### config.mk
export PLATFORM = sky130hd
export DESIGN_NAME = dht_reader
export DESIGN_NICKNAME = d
export VERILOG_FILES = /design/src/rtl/dht_pkg.sv /design/src/rtl/dht_us_tick.sv /design/src/rtl/dht_reader.sv
export SDC_FILE = /design/constraint.sdc
export NUM_CORES = 1
export LEC_CHECK = 0
export CAP_MARGIN = 15
export CELL_PAD_IN_SITES_DETAIL_PLACEMENT = 1
export CELL_PAD_IN_SITES_GLOBAL_PLACEMENT = 2
export CORE_MARGIN = 2
export CORE_UTILIZATION = 35
export CTS_CLUSTER_DIAMETER = 80
export DETAILED_ROUTE_END_ITERATION = 10
export HOLD_SLACK_MARGIN = 0.05
export PLACE_DENSITY_LB_ADDON = 0.1
export SLEW_MARGIN = 20
export SYNTH_ARGS = -nofsm -noshare
export SYNTH_HDL_FRONTEND = slang
export SYNTH_SLANG_ARGS = --single-unit
export TNS_END_PERCENT = 30
### constraint.sdc
create_clock -name clk -period 3.5 [get_ports clk]
set_input_delay 0.7 -clock clk [delete_from_list [all_inputs] [get_ports clk]]
set_output_delay 0.7 -clock clk [all_outputs]
set_load 0.02 [all_outputs]
### src/rtl/dht_pkg.sv
// Shared definitions for the DHT11/DHT22 single-wire reader.
package dht_pkg;

   localparam int FRAME_W = 40;

   localparam int DEF_CLK_HZ        = 100_000_000;
   localparam int DEF_POLL_MS       = 2000;
   localparam int DEF_START_US      = 18000;
   localparam int DEF_TIMEOUT_US    = 200;
   localparam int DEF_BIT_THRESH_US = 50;

   typedef enum logic [2:0] {
      ST_IDLE,
      ST_START,
      ST_WAIT_ACK,
      ST_ACK_LOW,
      ST_ACK_HIGH,
      ST_BIT_LOW,
      ST_BIT_HIGH,
      ST_CHECK
   } dht_state_e;

   // Modulo-256 sum of the four payload bytes; must equal the trailing byte.
   function automatic logic [7:0] frame_sum(input logic [FRAME_W-1:0] f);
      logic [7:0] s;
      s = f[39:32] + f[31:24];
      s = s + f[23:16];
      s = s + f[15:8];
      return s;
   endfunction

endpackage

### src/rtl/dht_us_tick.sv
// Microsecond prescaler: one-clock pulse every CLK_HZ/1e6 clocks.
module dht_us_tick #(
   parameter int CLK_HZ = dht_pkg::DEF_CLK_HZ
) (
   input  logic clk_i,
   input  logic rst_ni,
   output logic us_tick_o
);

   localparam int RELOAD = CLK_HZ / 1_000_000 - 1;
   localparam int CW     = (RELOAD > 0) ? $clog2(RELOAD + 1) : 1;

   logic [CW-1:0] cnt_q, cnt_d;

   // Down-counter reloads at terminal count zero, which is also the tick.
   always_comb begin
      cnt_d = cnt_q - CW'(1);
      if (cnt_q == '0) begin
         cnt_d = CW'(RELOAD);
      end
   end

   // Prescaler register.
   always_ff @(posedge clk_i or negedge rst_ni) begin
      if (!rst_ni) begin
         cnt_q <= '0;
      end else begin
         cnt_q <= cnt_d;
      end
   end

   assign us_tick_o = (cnt_q == '0);

endmodule

### src/rtl/dht_reader.sv
// DHT11/DHT22 single-wire master: periodic start pulse, response timing,
// 40-bit capture and checksum, publishing good frames on dth_data.
//
// state       | meaning
// ------------+--------------------------------------------------------
// ST_IDLE     | pin released, waiting POLL_MS before the next transaction
// ST_START    | host drives the pin low for START_US
// ST_WAIT_ACK | pin released, waiting for the sensor to pull low
// ST_ACK_LOW  | sensor acknowledge low phase, waiting for rise
// ST_ACK_HIGH | sensor acknowledge high phase, waiting for fall
// ST_BIT_LOW  | bit preamble low, waiting for rise
// ST_BIT_HIGH | bit high phase being timed, fall shifts in one bit
// ST_CHECK    | all bits captured, checksum evaluated this cycle
module dht_reader
   import dht_pkg::*;
#(
   parameter int CLK_HZ        = DEF_CLK_HZ,
   parameter int POLL_MS       = DEF_POLL_MS,
   parameter int START_US      = DEF_START_US,
   parameter int TIMEOUT_US    = DEF_TIMEOUT_US,
   parameter int BIT_THRESH_US = DEF_BIT_THRESH_US
) (
   input  logic               clk,
   input  logic               rst,
   input  logic               dht_in,
   output logic               dht_oe,
   output logic [FRAME_W-1:0] dth_data,
   output logic               data_valid,
   output logic               crc_err,
   output logic               timeout_err,
   output logic               busy
);

   localparam logic [15:0] START_TC   = 16'(START_US);
   localparam logic [15:0] TIMEOUT_TC = 16'(TIMEOUT_US);
   localparam logic [15:0] BIT_TC     = 16'(BIT_THRESH_US);
   localparam logic [15:0] POLL_TC    = 16'(POLL_MS);
   localparam logic [9:0]  MS_TC      = 10'd999;
   localparam logic [5:0]  LAST_BIT   = 6'(FRAME_W - 1);

   logic us_tick;

   dht_us_tick #(
      .CLK_HZ (CLK_HZ)
   ) u_us_tick (
      .clk_i     (clk),
      .rst_ni    (rst),
      .us_tick_o (us_tick)
   );

   logic sync1_q, sync2_q, prev_q;
   logic pin_rise, pin_fall;

   // Two-flop synchronizer plus a delayed copy for edge detection; idles high.
   always_ff @(posedge clk or negedge rst) begin
      if (!rst) begin
         sync1_q <= 1'b1;
         sync2_q <= 1'b1;
         prev_q  <= 1'b1;
      end else begin
         sync1_q <= dht_in;
         sync2_q <= sync1_q;
         prev_q  <= sync2_q;
      end
   end

   assign pin_rise = sync2_q & ~prev_q;
   assign pin_fall = ~sync2_q & prev_q;

   dht_state_e         state_q, state_d;
   logic [15:0]        us_cnt_q, us_cnt_d, us_elapsed;
   logic [9:0]         sub_us_q;
   logic [15:0]        ms_cnt_q;
   logic [FRAME_W-1:0] shift_q;
   logic [5:0]         bit_cnt_q;
   logic               shift_en, to_evt, tmo, bit_val, idle_done;
   logic               enter_idle, enter_start, sum_ok;

   // Elapsed microseconds in the current state including this cycle's tick,
   // so a high phase of exactly N us measures as N.
   assign us_elapsed = us_cnt_q + {15'd0, us_tick};
   assign tmo        = (us_elapsed >= TIMEOUT_TC);
   assign bit_val    = (us_elapsed >= BIT_TC);
   assign idle_done  = (ms_cnt_q == POLL_TC);
   assign sum_ok     = (frame_sum(shift_q) == shift_q[7:0]);

   // Next-state logic; a detected edge wins over a timeout in the same cycle.
   always_comb begin
      state_d  = state_q;
      shift_en = 1'b0;
      to_evt   = 1'b0;
      case (state_q)
         ST_IDLE: begin
            if (idle_done) state_d = ST_START;
         end
         ST_START: begin
            if (us_elapsed >= START_TC) state_d = ST_WAIT_ACK;
         end
         ST_WAIT_ACK: begin
            if (pin_fall) begin
               state_d = ST_ACK_LOW;
            end else if (tmo) begin
               to_evt  = 1'b1;
               state_d = ST_IDLE;
            end
         end
         ST_ACK_LOW: begin
            if (pin_rise) begin
               state_d = ST_ACK_HIGH;
            end else if (tmo) begin
               to_evt  = 1'b1;
               state_d = ST_IDLE;
            end
         end
         ST_ACK_HIGH: begin
            if (pin_fall) begin
               state_d = ST_BIT_LOW;
            end else if (tmo) begin
               to_evt  = 1'b1;
               state_d = ST_IDLE;
            end
         end
         ST_BIT_LOW: begin
            if (pin_rise) begin
               state_d = ST_BIT_HIGH;
            end else if (tmo) begin
               to_evt  = 1'b1;
               state_d = ST_IDLE;
            end
         end
         ST_BIT_HIGH: begin
            if (pin_fall) begin
               shift_en = 1'b1;
               state_d  = (bit_cnt_q == LAST_BIT) ? ST_CHECK : ST_BIT_LOW;
            end else if (tmo) begin
               to_evt  = 1'b1;
               state_d = ST_IDLE;
            end
         end
         ST_CHECK: begin
            state_d = ST_IDLE;
         end
         default: begin
            state_d = ST_IDLE;
         end
      endcase
   end

   // State register.
   always_ff @(posedge clk or negedge rst) begin
      if (!rst) begin
         state_q <= ST_IDLE;
      end else begin
         state_q <= state_d;
      end
   end

   assign enter_idle  = (state_d == ST_IDLE)  && (state_q != ST_IDLE);
   assign enter_start = (state_d == ST_START) && (state_q != ST_START);
   assign us_cnt_d    = (state_d != state_q) ? 16'd0 : us_elapsed;

   // Per-state microsecond counter, cleared on every state change.
   always_ff @(posedge clk or negedge rst) begin
      if (!rst) begin
         us_cnt_q <= '0;
      end else begin
         us_cnt_q <= us_cnt_d;
      end
   end

   // Idle poll timer: microsecond-in-ms counter feeding a ms counter,
   // restarted on every return to IDLE so retries use the same period.
   always_ff @(posedge clk or negedge rst) begin
      if (!rst) begin
         sub_us_q <= '0;
         ms_cnt_q <= '0;
      end else if (enter_idle) begin
         sub_us_q <= '0;
         ms_cnt_q <= '0;
      end else if ((state_q == ST_IDLE) && us_tick) begin
         if (sub_us_q == MS_TC) begin
            sub_us_q <= '0;
            ms_cnt_q <= ms_cnt_q + 16'd1;
         end else begin
            sub_us_q <= sub_us_q + 10'd1;
         end
      end
   end

   // Bit capture: MSB-first shift, cleared at the start of each transaction.
   always_ff @(posedge clk or negedge rst) begin
      if (!rst) begin
         shift_q   <= '0;
         bit_cnt_q <= '0;
      end else if (enter_start) begin
         shift_q   <= '0;
         bit_cnt_q <= '0;
      end else if (shift_en) begin
         shift_q   <= {shift_q[FRAME_W-2:0], bit_val};
         bit_cnt_q <= bit_cnt_q + 6'd1;
      end
   end

   // Registered outputs: pin driver and result pulses land with the IDLE entry.
   always_ff @(posedge clk or negedge rst) begin
      if (!rst) begin
         dht_oe      <= 1'b0;
         dth_data    <= '0;
         data_valid  <= 1'b0;
         crc_err     <= 1'b0;
         timeout_err <= 1'b0;
      end else begin
         dht_oe      <= (state_d == ST_START);
         data_valid  <= (state_q == ST_CHECK) && sum_ok;
         crc_err     <= (state_q == ST_CHECK) && !sum_ok;
         timeout_err <= to_evt;
         if ((state_q == ST_CHECK) && sum_ok) begin
            dth_data <= shift_q;
         end
      end
   end

   assign busy = (state_q != ST_IDLE);

endmodule

==> results of run 1 <==
==> logic make-up after synthesis <==
logic type	count (synthesis)
DFF	145
muxes	44
AOI/OAI and AO/OA	106
buffers and inverters	54
and+or+nand+nor	289
adders and majority gates	29
xor gates and xnor gates	59
==> per-stage QoR <==
stage	instance area, sq um	utilization (%)
after detailed placement	8660	41.3
after CTS	9450	45.1
after global placement	8660	41.3
after floorplan	7550	-
final	9520	45.4
after global routing	9520	45.4
==> final cells by class <==
type / count / area share, %
Multi-Input combinational cell: 527 / 39.8
Tap cell: 275 / 3.62
Inverter: 16 / 0.631
Sequential cell: 145 / 38.2
Clock buffer: 20 / 4.80
Clock inverter: 12 / 1.29
Timing Repair Buffer: 118 / 11.7
==> state kept, by name (all words and copies together) (netlist names), 3 cells and up <==
name and cells:
shift_q 40, us_cnt_q 16, state_q 3, ms_cnt_q 16, bit_cnt_q 6, dth_data 40
u_us_tick.cnt_q 7, sub_us_q 10
==> how the worst min path moves through the flow <==
stage	from	to	slack [ns]	depth (start not counted)
2_1_floorplan	sync1_q	sync2_q	0.35	0
3_3_place_gp	sync1_q	sync2_q	0.35	0
3_5_place_dp	sync1_q	sync2_q	0.35	0
4_1_cts	sync1_q	sync2_q	0.36	0
5_1_grt	sync1_q	sync2_q	0.36	0
6_report	rst	us_cnt_q[2]	0.35	1
==> cells in the mapped netlist (2+ instances only) <==
cell type / count
o211ai_1: 2
mux2_2: 41
nand2_1: 120
buf_6: 2
nor3_2: 11
and2_1: 5
nor3b_2: 3
nand3_1: 24
inv_1: 16
a31oi_1: 3
o21ai_0: 13
buf_1: 9
a21o_1: 3
a2bb2oi_1: 2
nand2b_1: 4
clkbuf_1: 19
nor3_1: 18
fa_1: 14
and4_1: 2
or2_2: 2
mux2i_1: 2
nor4bb_1: 2
nor4_1: 7
xnor2_1: 31
buf_4: 4
and3_1: 7
o21a_1: 2
nand3b_1: 4
xor2_1: 28
dfstp_2: 3
buf_2: 4
a22o_1: 2
nand4_1: 13
nor2_1: 50
dfrtp_1: 142
ha_1: 15
nor3b_1: 2
nor2b_1: 5
a21oi_1: 60
or3_1: 5
o21bai_1: 3
==> power breakdown <==
part	leakage (nW)	internal [W]	total (W)	switching (W)
registers	1.99	0.00168	0.00168	0.00000104
logic	2.01	0.00000569	0.0000423	0.0000366
clock network	0.269	0.00103	0.00181	0.000774
==> layer usage <==
metal	vias to the layer above	GRT usage (%)	share of wire (%)	routed length, um
met3	18	3.60	2.8	533
met5	-	0	0	0
met4	0	5.28	1.3	248
met2	70	29.3	47	9120
li1	2694	-	-	-
met1	2907	25.4	49	9440
==> repair_timing <==
action | in CTS | in global routing
pin swaps | 6 | 14
setup endpoints to repair | 83 | 85
cloned | 1 | 1
gates resized for setup | 33 | 12
buffers inserted | 6 | 0
==> critical path: cells and delay by family (launching register included) <==
kind | cells | cell delay, ns
xor+xnor | 1 | 0.16
fa+ha+maj | 4 | 1.73
buf+inv | 3 | 0.34
flops | 1 | 0.40
mux | 1 | 0.33
simple gates | 3 | 0.67
==> run_results.csv, run 1 <==
group,metric,value,unit
synthesis,synthAdderAreaFrac,6.28,%
timing,drv_slew,0,
place,place_ws,-0.381,ns
floorplanning,ios,48,
worst_setup_path,cp-endpoint,"dth_data[28]",
cells_and_area,final_cell_mix,"142 x dfrtp_1, 119 x nand2_1, 61 x buf_4",
grt,grt_pass1_wl,32200,um
cells_and_area,layout_commonest_cell,"dfrtp_1",
synthesis,synth.area.mux_share,6.66,%
floorplanning,initial_core_util,35.6,%
synthesis,synth-seq-cells,145,
timing,rsz0062_at_grt,"yes",
worst_setup_path,crit_required,3.82,ns
place,dp_hpwl,13300,um
detailed_routing,ant_nets,0,
synthesis,synth_seq_area_share,48.7,%
power_and_ir_drop,power_density,371,mW/mm^2
synthesis,yosysTopAreaCell,"dfrtp_1",
cells_and_area,stdcell_count,1113,
timing,hold_viol,0,
synthesis,synth_edf_count,0,
grt,antenna_found_initial,0,
detailed_routing,vias_per_cell,5.11,
timing,layout_setup_ws,-0.227,ns
timing,worstMarginPinSlew,0.848,ns
place,port_buffers,47,
worst_setup_path,worst_path_most_repeated_cell,"fa_1",
worst_setup_path,critPathLaunch,"shift_q[25]",
run_status,violations,"negative setup slack",
timing,max_freq,268,MHz
cells_and_area,multi_input_area,0.00379,sq mm
clock_network,h-tree-depth,4,
power_and_ir_drop,p_total,0.00353,W
cells_and_area,drive_gt1_share,22.9,%
detailed_routing,wl,19400,um
synthesis,syn_avg_cell_area,10.3,sq um
worst_setup_path,r2r_setup_slack,-0.23,ns
worst_setup_path,max_stage_delay,0.52,ns
timing,finalCritPeriodShare,106,%
detailed_routing,drc_errors,0,
min_path,hp-class,"input pin to async pin",
cells_and_area,seq_area,0.00363,sq mm
timing,holdWs,0.347,ns
clock_network,cts_hold_buffers,0,
place,dp.cells,1073,
timing,skew,0.00841,ns
synthesis,synth_top_family_by_area,"simple AND/OR/NAND/NOR gates",
synthesis,synthSimpleGateAreaFrac,19.3,%
worst_setup_path,cp_max_fo,10,
grt,grt_max_degree,90,
worst_setup_path,critPathCaptureType,"register",
clock_network,clockBufferDepth,2,
clock_network,cts_root_buffer,"clkbuf_16",
floorplanning,rows,53,
floorplanning,dieArea,0.0225,sq mm
synthesis,synthArstFlopShare,100,%
place,gp_congestion,0.801,
power_and_ir_drop,leakage,4.27,nW
worst_setup_path,crit_path_top_delay_cell,"fa_1",
synthesis,synthCells,726,
cells_and_area,num_antenna_cells,0,
clock_network,tritoncts,"built",
clock_network,clk_latency,0.43,ns
synthesis,syn_area,0.00745,sq mm
synthesis,yosys.area_share.xor_xnor,6.93,%
timing,setup_tns,-8.07,ns
timing,setup_viol,40,
timing,slew_headroom,43.5,%
job,drv_cap,0,
synthesis,yosys_warnings,0,
worst_setup_path,critPathKind,"register to register",
detailed_routing,wl_per_cell,17.4,um
worst_setup_path,cp_cell_sequence,"fa_1 > fa_1 > ha_2 > inv_2 > fa_2 > xor2_1 > nand4_1 > nor3_2 > and4b_2 > buf_4 > buf_16 > mux2_2",
clock_network,clock-sinks,145,
worst_setup_path,rr_worst_depth,12,
synthesis,ys_types,63,
detailed_routing,vias,5689,
synthesis,synth_compound_area_share,8.96,%
synthesis,synth_area_leaders,"dfrtp_1 48%, mux2_2 6.2%, nand2_1 6.0%",
clock_network,cts_made_buffers,17,
worst_setup_path,startpoint_type,"register",
synthesis,yosysTopAreaCellShare,47.7,%
cells_and_area,final_nets,857,
worst_setup_path,rr_endpoint,"dth_data[28]",
grt,gr-usage-all-layers,18.4,%
floorplanning,dieHeight,150,um
synthesis,synthFlopType,"dfrtp_1",
timing,period_minus_slack,3.73,ns
synthesis,synth_nets,758,
worst_setup_path,cp_data_arrival_time,4.04,ns
detailed_routing,drtIter0Drc,174,
floorplanning,die_w,150,um
power_and_ir_drop,ir_drop,272,uV
clock_network,path_clk_slew,0.07,ns
grt,grt_pass1_vias,6167,
floorplanning,core_area,0.0210,sq mm
worst_setup_path,r2r_start,"shift_q[25]",
grt,overflow,0,
cells_and_area,area_growth,27.7,%
detailed_routing,first_pass_iters,4,
cells_and_area,fillers,2347,
run_status,outcome,"finished with violations",
(Power assumes the default switching activity.)
==> run 2: changes to the inputs <==
--- a/config.mk
+++ b/config.mk
@@ -5,6 +5,7 @@
 export SDC_FILE = /design/constraint.sdc
 export NUM_CORES = 1
 export LEC_CHECK = 0
+export ABC_CLOCK_PERIOD_IN_PS = 3500
 export CAP_MARGIN = 15
 export CELL_PAD_IN_SITES_DETAIL_PLACEMENT = 1
 export CELL_PAD_IN_SITES_GLOBAL_PLACEMENT = 2
==> results of run 2 <==
No change in the layout: final DEF, timing and power equal those of run 1.
==> run 3: changes to the inputs <==
--- a/config.mk
+++ b/config.mk
@@ -15,6 +15,7 @@
 export DETAILED_ROUTE_END_ITERATION = 10
 export HOLD_SLACK_MARGIN = 0.05
 export PLACE_DENSITY_LB_ADDON = 0.1
+export SKIP_CTS_REPAIR_TIMING = 1
 export SLEW_MARGIN = 20
 export SYNTH_ARGS = -nofsm -noshare
 export SYNTH_HDL_FRONTEND = slang
==> run 3 against run 2 <==
The run still ends with negative setup slack left. Worst hold slack lost 0.0036 ns. Sequential share of layout area shrank 0.52 points. Clock-buffer cell count is the same. Via count shrank 0.23%. Global-route usage shrank 0.31 points. Worst setup slack lost 0.043 ns. Critical endpoint is now dth_data[23].
==> run_results.csv, run 3 (synthesis results as in run 1) <==
group,metric,value,unit
run_status,outcome,"finished with violations",
run_status,violations,"negative setup slack",
timing,finalCritPeriodShare,108,%
power_and_ir_drop,ir_drop,275,uV
min_path,hp-class,"input pin to async pin",
power_and_ir_drop,combPwrFrac,1.2,%
detailed_routing,first_pass_iters,4,
detailed_routing,ant_nets,0,
floorplanning,core_area,0.0210,sq mm
cells_and_area,fin_area,0.00965,sq mm
cells_and_area,final_nets,857,
worst_setup_path,cp_num_buf_inv,4,
worst_setup_path,critPathKind,"register to register",
timing,max_freq,265,MHz
detailed_routing,drc_errors,0,
floorplanning,rows,53,
cells_and_area,num_antenna_cells,0,
worst_setup_path,crit_required,3.82,ns
cells_and_area,largestRegisters,"dth_data (40), shift_q (40)",
power_and_ir_drop,switching_share,23.1,%
power_and_ir_drop,power.switching,0.000814,W
detailed_routing,wl_per_cell,17.6,um
grt,antenna_found_initial,0,
grt,overflow,0,
detailed_routing,drtIter0Drc,174,
place,dp.cells,1073,
worst_setup_path,cp_cell_sequence,"fa_1 > fa_1 > ha_2 > inv_2 > fa_2 > inv_2 > a21oi_2 > o21bai_2 > a21o_1 > a21oi_2 > xnor2_1 > and4b_4 > buf_12 > clkbuf_16 > mux2_4",
detailed_routing,wl,19600,um
floorplanning,die_w,150,um
worst_setup_path,max_stage_delay,0.54,ns
clock_network,path_clk_slew,0.07,ns
detailed_routing,vias_per_cell,5.10,
timing,rsz0062_at_grt,"yes",
floorplanning,dieHeight,150,um
place,port_buffers,47,
clock_network,clk_latency,0.43,ns
worst_setup_path,r2r_start,"shift_q[9]",
worst_setup_path,critPathTopFamily,"adder cells",
timing,skew,0.00783,ns
floorplanning,ios,48,
cells_and_area,layout_commonest_cell,"dfrtp_1",
grt,grt_pass1_wl,31700,um
floorplanning,dieArea,0.0225,sq mm
cells_and_area,stdcell_count,1113,
worst_setup_path,crit_path_top_delay_cell,"fa_1",
floorplanning,initial_core_util,35.6,%
timing,layout_setup_ws,-0.270,ns
clock_network,cts_made_buffers,17,
grt,gr-usage-all-layers,18.1,%
grt,grt_max_degree,90,
timing,drv_slew,0,
clock_network,tritoncts,"built",
place,gp_congestion,0.801,
worst_setup_path,critPathLaunch,"shift_q[9]",
clock_network,cts_root_buffer,"clkbuf_16",
power_and_ir_drop,p_int,0.00272,W
timing,slew_headroom,43.6,%
clock_network,clock-sinks,145,
timing,worstMarginPinSlew,0.846,ns
cells_and_area,final_cell_mix,"142 x dfrtp_1, 119 x nand2_1, 57 x buf_4",
worst_setup_path,critPathCaptureType,"register",
clock_network,clockBufferDepth,2,
worst_setup_path,startpoint_type,"register",
worst_setup_path,cp_data_arrival_time,4.09,ns
job,drv_cap,0,
detailed_routing,vias,5676,
timing,setup_viol,40,
place,dp_hpwl,13300,um
power_and_ir_drop,clkPwrFrac,51.2,%
cells_and_area,drive_gt1_share,23.4,%
place,placed_cell_area,0.00866,sq mm
power_and_ir_drop,seqPwrFrac,47.6,%
worst_setup_path,cp_max_fo,5,
clock_network,h-tree-depth,4,
grt,grt_pass1_vias,6104,
power_and_ir_drop,power_density,366,mW/mm^2
timing,period_minus_slack,3.77,ns
cells_and_area,area_growth,29.4,%
timing,hold_viol,0,
power_and_ir_drop,leakage,4.29,nW
run 3: cell types whose count changed in the layout (fill, tap and decap cells not counted), moves of 2 or more:
cell	before	now
mux2_4	21	41
buf_4	61	57
mux2_2	21	1
clkbuf_16	18	20
run 3: layout make-up:
class                           instances  area (sq um)
Clock inverter                         12           123
Multi-Input combinational cell        527          3880
Inverter                               16          60.1
Sequential cell                       145          3630
Clock buffer                           20           457
Timing Repair Buffer                  118          1150
Tap cell                              275           344
Fill cell                            2332         11300
run 3: path summary, 6_finish.rpt:
check	end	slack [ns]	depth (start not counted)
worst max register to register	dth_data[23]	-0.27	15
worst max-delay path	dth_data[23]	-0.27	15
worst min register to register	sync2_q	0.36	0
worst min-delay path	us_cnt_q[2]	0.34	1
min in group clk	sync2_q	0.36	0
max in group asynchronous	dth_data[25]	2.30	2
run 3: power by group through the flow:
stage	clock (W)	combinational [W]	sequential (W)
2_1_floorplan	0	0.00000339	0.00171
3_3_place_gp	0	0.0000439	0.00171
3_5_place_dp	0	0.0000451	0.00171
4_1_cts	0.00186	0.0000452	0.00168
5_1_grt	0.00193	0.0000501	0.00168
6_report	0.00181	0.0000422	0.00168
run 3: per-stage QoR:
step / setup TNS [ns] / power [W] / hold slack (ns) / util (%) / setup WS [ns]
after global placement: -11.94 / 0.00175 / 0.346 / 41.3 / -0.214
final: -10.06 / 0.00353 / 0.344 / 46.0 / -0.270
after CTS: -21.83 / 0.00359 / 0.358 / 44.1 / -0.399
after floorplan: -2.37 / 0.00171 / 0.345 / - / -0.0534
after global routing: -16.63 / 0.00366 / 0.361 / 46.0 / -0.402
after detailed placement: -20.11 / 0.00176 / 0.350 / 41.3 / -0.381
run 3: routing by layer:
| layer | track usage (%) | part of all wire (%) | vias to the layer above |
|---|---|---|---|
| li1 | - | - | 2692 |
| met1 | 24.9 | 50 | 2901 |
| met2 | 28.9 | 46 | 65 |
| met3 | 3.60 | 2.6 | 18 |
| met4 | 5.28 | 1.3 | 0 |
| met5 | 0 | 0 | - |
